**config.mk**
```make
export PLATFORM = sky130hd
export DESIGN_NAME = handshake_tx
export DESIGN_NICKNAME = d
export VERILOG_FILES = /design/src/rtl/handshake_tx.sv
export SDC_FILE = /design/constraint.sdc
export NUM_CORES = 1
export LEC_CHECK = 0
export CORE_MARGIN = 3
export CORE_UTILIZATION = 55
export CTS_BUF_LIST = sky130_fd_sc_hd__clkbuf_4 sky130_fd_sc_hd__clkbuf_8
export DETAILED_ROUTE_END_ITERATION = 10
export PLACE_DENSITY_LB_ADDON = 0.25
export SYNTH_ARGS = -nofsm -noshare
export SYNTH_HDL_FRONTEND = slang
export SYNTH_SLANG_ARGS = --single-unit
```
**constraint.sdc**
```tcl
create_clock -name clk -period 2.7 [get_ports clk]
set_input_delay 0.54 -clock clk [delete_from_list [all_inputs] [get_ports clk]]
set_output_delay 0.54 -clock clk [all_outputs]
set_load 0.01 [all_outputs]
```
**src/rtl/handshake_tx.sv**
```systemverilog
// handshake_tx: accepts words from a valid/ready upstream port and sends each
// one to an asynchronous remote side over a registered 4-phase req/ack
// handshake with bundled data. Each wait phase can be bounded by a timeout.
//
// state | meaning
// ------+------------------------------------------------------------
// IDLE  | no transfer; ready when the synchronized ack is low
// SETUP | word latched on o_data, one cycle of setup before req rises
// REQ   | o_req high, waiting for the synchronized ack to rise
// REL   | o_req low, waiting for the synchronized ack to fall
module handshake_tx #(
  parameter int DATA_W  = 8,
  parameter int N_DFF   = 3,
  parameter int TIMEOUT = 1024
) (
  input  logic              clk,
  input  logic              rst_n,
  input  logic              i_valid,
  input  logic [DATA_W-1:0] i_data,
  output logic              o_ready,
  output logic              o_req,
  output logic [DATA_W-1:0] o_data,
  input  logic              ack_in,
  output logic              o_busy,
  output logic              o_timeout
);

  // A zero TIMEOUT still needs a legal one-bit counter; it is simply never compared.
  localparam int CW = (TIMEOUT > 0) ? $clog2(TIMEOUT + 1) : 1;
  localparam bit TO_EN = (TIMEOUT > 0);
  localparam logic [CW-1:0] CNT_LAST = TO_EN ? CW'(TIMEOUT - 1) : '0;

  typedef enum logic [1:0] {
    IDLE  = 2'd0,
    SETUP = 2'd1,
    REQ   = 2'd2,
    REL   = 2'd3
  } state_t;

  state_t            state;
  state_t            next_state;
  logic [N_DFF-1:0]  sync;
  logic              ack_s;
  logic [CW-1:0]     wait_cnt;
  logic              accept;
  logic              to_last;
  logic              to_hit;

  assign ack_s   = sync[N_DFF-1];
  assign o_ready = (state == IDLE) && !ack_s;
  assign accept  = i_valid && o_ready;
  assign o_busy  = (state != IDLE);
  assign to_last = TO_EN && (wait_cnt == CNT_LAST);

  // Synchronize the asynchronous acknowledge; only ack_s is used downstream.
  always_ff @(posedge clk) begin
    if (!rst_n) begin
      sync <= '0;
    end else begin
      sync <= {sync[N_DFF-2:0], ack_in};
    end
  end

  // Next-state logic; a timeout is only taken when the exit condition is false.
  always_comb begin
    next_state = state;
    to_hit     = 1'b0;
    case (state)
      IDLE: begin
        if (accept) next_state = SETUP;
      end
      SETUP: begin
        next_state = REQ;
      end
      REQ: begin
        if (ack_s) begin
          next_state = REL;
        end else if (to_last) begin
          next_state = IDLE;
          to_hit     = 1'b1;
        end
      end
      REL: begin
        if (!ack_s) begin
          next_state = IDLE;
        end else if (to_last) begin
          next_state = IDLE;
          to_hit     = 1'b1;
        end
      end
      default: next_state = IDLE;
    endcase
  end

  // State, registered req (decoded from next state so it tracks REQ exactly), data, counter, error flag.
  always_ff @(posedge clk) begin
    if (!rst_n) begin
      state     <= IDLE;
      o_req     <= 1'b0;
      o_data    <= '0;
      wait_cnt  <= '0;
      o_timeout <= 1'b0;
    end else begin
      state <= next_state;
      o_req <= (next_state == REQ);
      if (accept) o_data <= i_data;
      if (to_hit) o_timeout <= 1'b1;
      if ((next_state != state) && ((next_state == REQ) || (next_state == REL))) begin
        wait_cnt <= '0;
      end else if ((state == REQ) || (state == REL)) begin
        wait_cnt <= wait_cnt + CW'(1);
      end
    end
  end

endmodule
```
==> flow_summary.ini <==
[setup_path]
end_kind = output port
path_max_fanout = 14
cpPeakStageDelay_ns = 0.54
critPathSlowestCell = clkdlybuf4s50_1
required_ns = 2.16
worst-setup-path-type = register to output port
cp_cell_sequence = or2_2 -> nor2_1 -> clkdlybuf4s50_1
arrival_ns = 1.79
worstSetupStartpointType = register

[hold_path]
min_path_type = register to register

[clocking]
cts_tree = built
path_clk_slew_ns = 0.14
hold_buffers = 0
htreeDepth = 1
post_cts_resize_count = 0
cts_setup_buffers = 0
cts_root_buffer = clkbuf_4
numClockSinks = 26
cts_buffer_depth = 2
numCtsBuffers = 3
clk_latency_ns = 0.32

[cells_and_area]
n_fill_cell = 144
drive_gt1_share_pct = 7.14
fin_nets = 154
area_growth_pct = 23.7
layout_common_cells = dfxtp_1, clkdlybuf4s50_1, nand2_1
fin_area_um2 = 1350
stdcell_count = 165
fin_util_pct = 74.7
mostFrequentLayoutCell = dfxtp_1
num_antenna_cells = 0

[synthesis]
ys_warn_count = 0
syn_inst = 120
ys_seq_elements = 26
synth-xor-area-share_pct = 4.02
synth_compound_area_share_pct = 14.1
synthAdderAreaFrac_pct = 1.15
ys_top_cells_by_area = dfxtp_1, a21oi_1, nand2_1
synth_simple_gate_area_share_pct = 27.6
synthFlopType = dfxtp_1
ys_seq_area_share_pct = 47.8
avgSynthCellArea_um2 = 9.07
synth_cell_types = 37
synth_top_family_by_area = simple AND/OR/NAND/NOR gates
synth_top_area_share_pct = 47.8
synth.mux.area_fraction_pct = 0.920
synthArstFlopShare_pct = 0
syn_area_um2 = 1090
synth_area_leader_cell = dfxtp_1
syn_nets = 133
synth-edff-count = 0

[place]
port_buffers = 23
place_inst = 161
place_area_um2 = 1310
dpl.hpwl_um = 1560
gp_congestion = 0.739

[global_routing]
grt_pass1_vias = 790
grt_max_degree = 15
antenna_found_initial = 0
grt_pass1_wl_um = 3560
grt_overflow = 0
grtUsageTotal_pct = 18.7

[routing]
routed.top_layer = met4
vias = 920
wl_met1_um = 999
dr.pass1.iters = 4
drc = 0
dr_wl_met3_um = 112
first_iter_violations = 29
wl_um = 2210
drtAntennaViolNets = 0
wl_per_cell_um = 13.4
via_per_inst = 5.58
dr_wl_met2_um = 1050

[sta]
relSlewSlack_pct = 67.6
worstMarginPinSlew_ns = 0.483
fin_crit_sh_pct = 86.3
fmax_mhz = 429
grt_setup_unrepaired = false
hold_slack_ns = 0.452
tns_ns = 0
slew_violations = 0
finalClockSkew_ns = 0.00800
setup_viol = 0
post-route-min-period_ns = 2.33
finalHoldViolations = 0

[die]
ios = 24
start_util_pct = 60.4
die_width_um = 50.5
core_um2 = 1800
rows = 15
dieArea_um2 = 2550
die_y_um = 50.5

[status]
status = finished clean

[power]
p_leak_nw = 0.468
powerDensity_nw_per_um2 = 527
ir_worst_vdd_uv = 418

[run]
cap_violations = 0
critical path, delay by kind of cell, from the launching register on:
family	cells	cell delay, ns
buf+inv	1	0.54
flops	1	0.48
simple gates	2	0.45
synth_stat cells, types with 3 or more instances:
cell and instances:
and2_1 4, nand2_1 18, clkbuf_1 3, o21ai_0 3, nor2_1 6, or4_1 3
nand3_1 4, dfxtp_1 26, a21oi_1 14, xor2_1 3, nand4_1 3, o31ai_1 4
nand3b_1 3
per-stage QoR:
stage          worst slack, ns  total power [W]
6_report                 0.369         0.000710
5_1_grt                  0.277         0.000739
4_1_cts                  0.355         0.000721
3_5_place_dp             0.744         0.000523
3_3_place_gp             0.760         0.000520
2_1_floorplan             1.16         0.000474
logic make-up after synthesis:
logic type	Yosys count
flops	26
xor+xnor	5
fa+ha+maj	1
buf+inv	9
mux	1
compound gates	26
simple gates	52
area by class of cell:
class                      count  area (um2)  share of cell area [%]
clock buffer                   4        36.3                    2.70
inverter                       2        7.51                   0.558
multi-input combinational     85         520                    38.7
sequential                    26         520                    38.7
tap                           25        31.3                    2.32
timing repair buffer          23         230                    17.1
power breakdown:
| group | leakage (nW) | total (W) | internal [W] | switching [W] |
|---|---|---|---|---|
| clock network | 0.0210 | 0.000195 | 0.0000826 | 0.000112 |
| logic | 0.235 | 0.000100 | 0.0000573 | 0.0000429 |
| registers | 0.212 | 0.000415 | 0.000399 | 0.0000152 |
| total | 0.468 | 0.000710 | 0.000539 | 0.000170 |
metal layers:
layer	up-vias	GRT usage, %
li1	465	-
met1	427	23.2
met2	23	29.8
met3	5	4.15
met4	0	10.8
met5	-	0
worst paths after layout:
path,from,slack [ns],end,depth (start not counted)
min reg2reg,sync[1],0.45,sync[2],1
max reg2reg,state[1],1.02,wait_cnt[9],3
min,sync[1],0.45,sync[2],1
max,state[1],0.37,o_ready,3
flip-flops by register name, indices dropped and copies added, names as in the netlist:
register / cells
wait_cnt: 11
o_data: 8
sync: 3
o_req: 1
o_timeout: 1
state: 2
No activity file was read; power rests on OpenSTA's default activity.
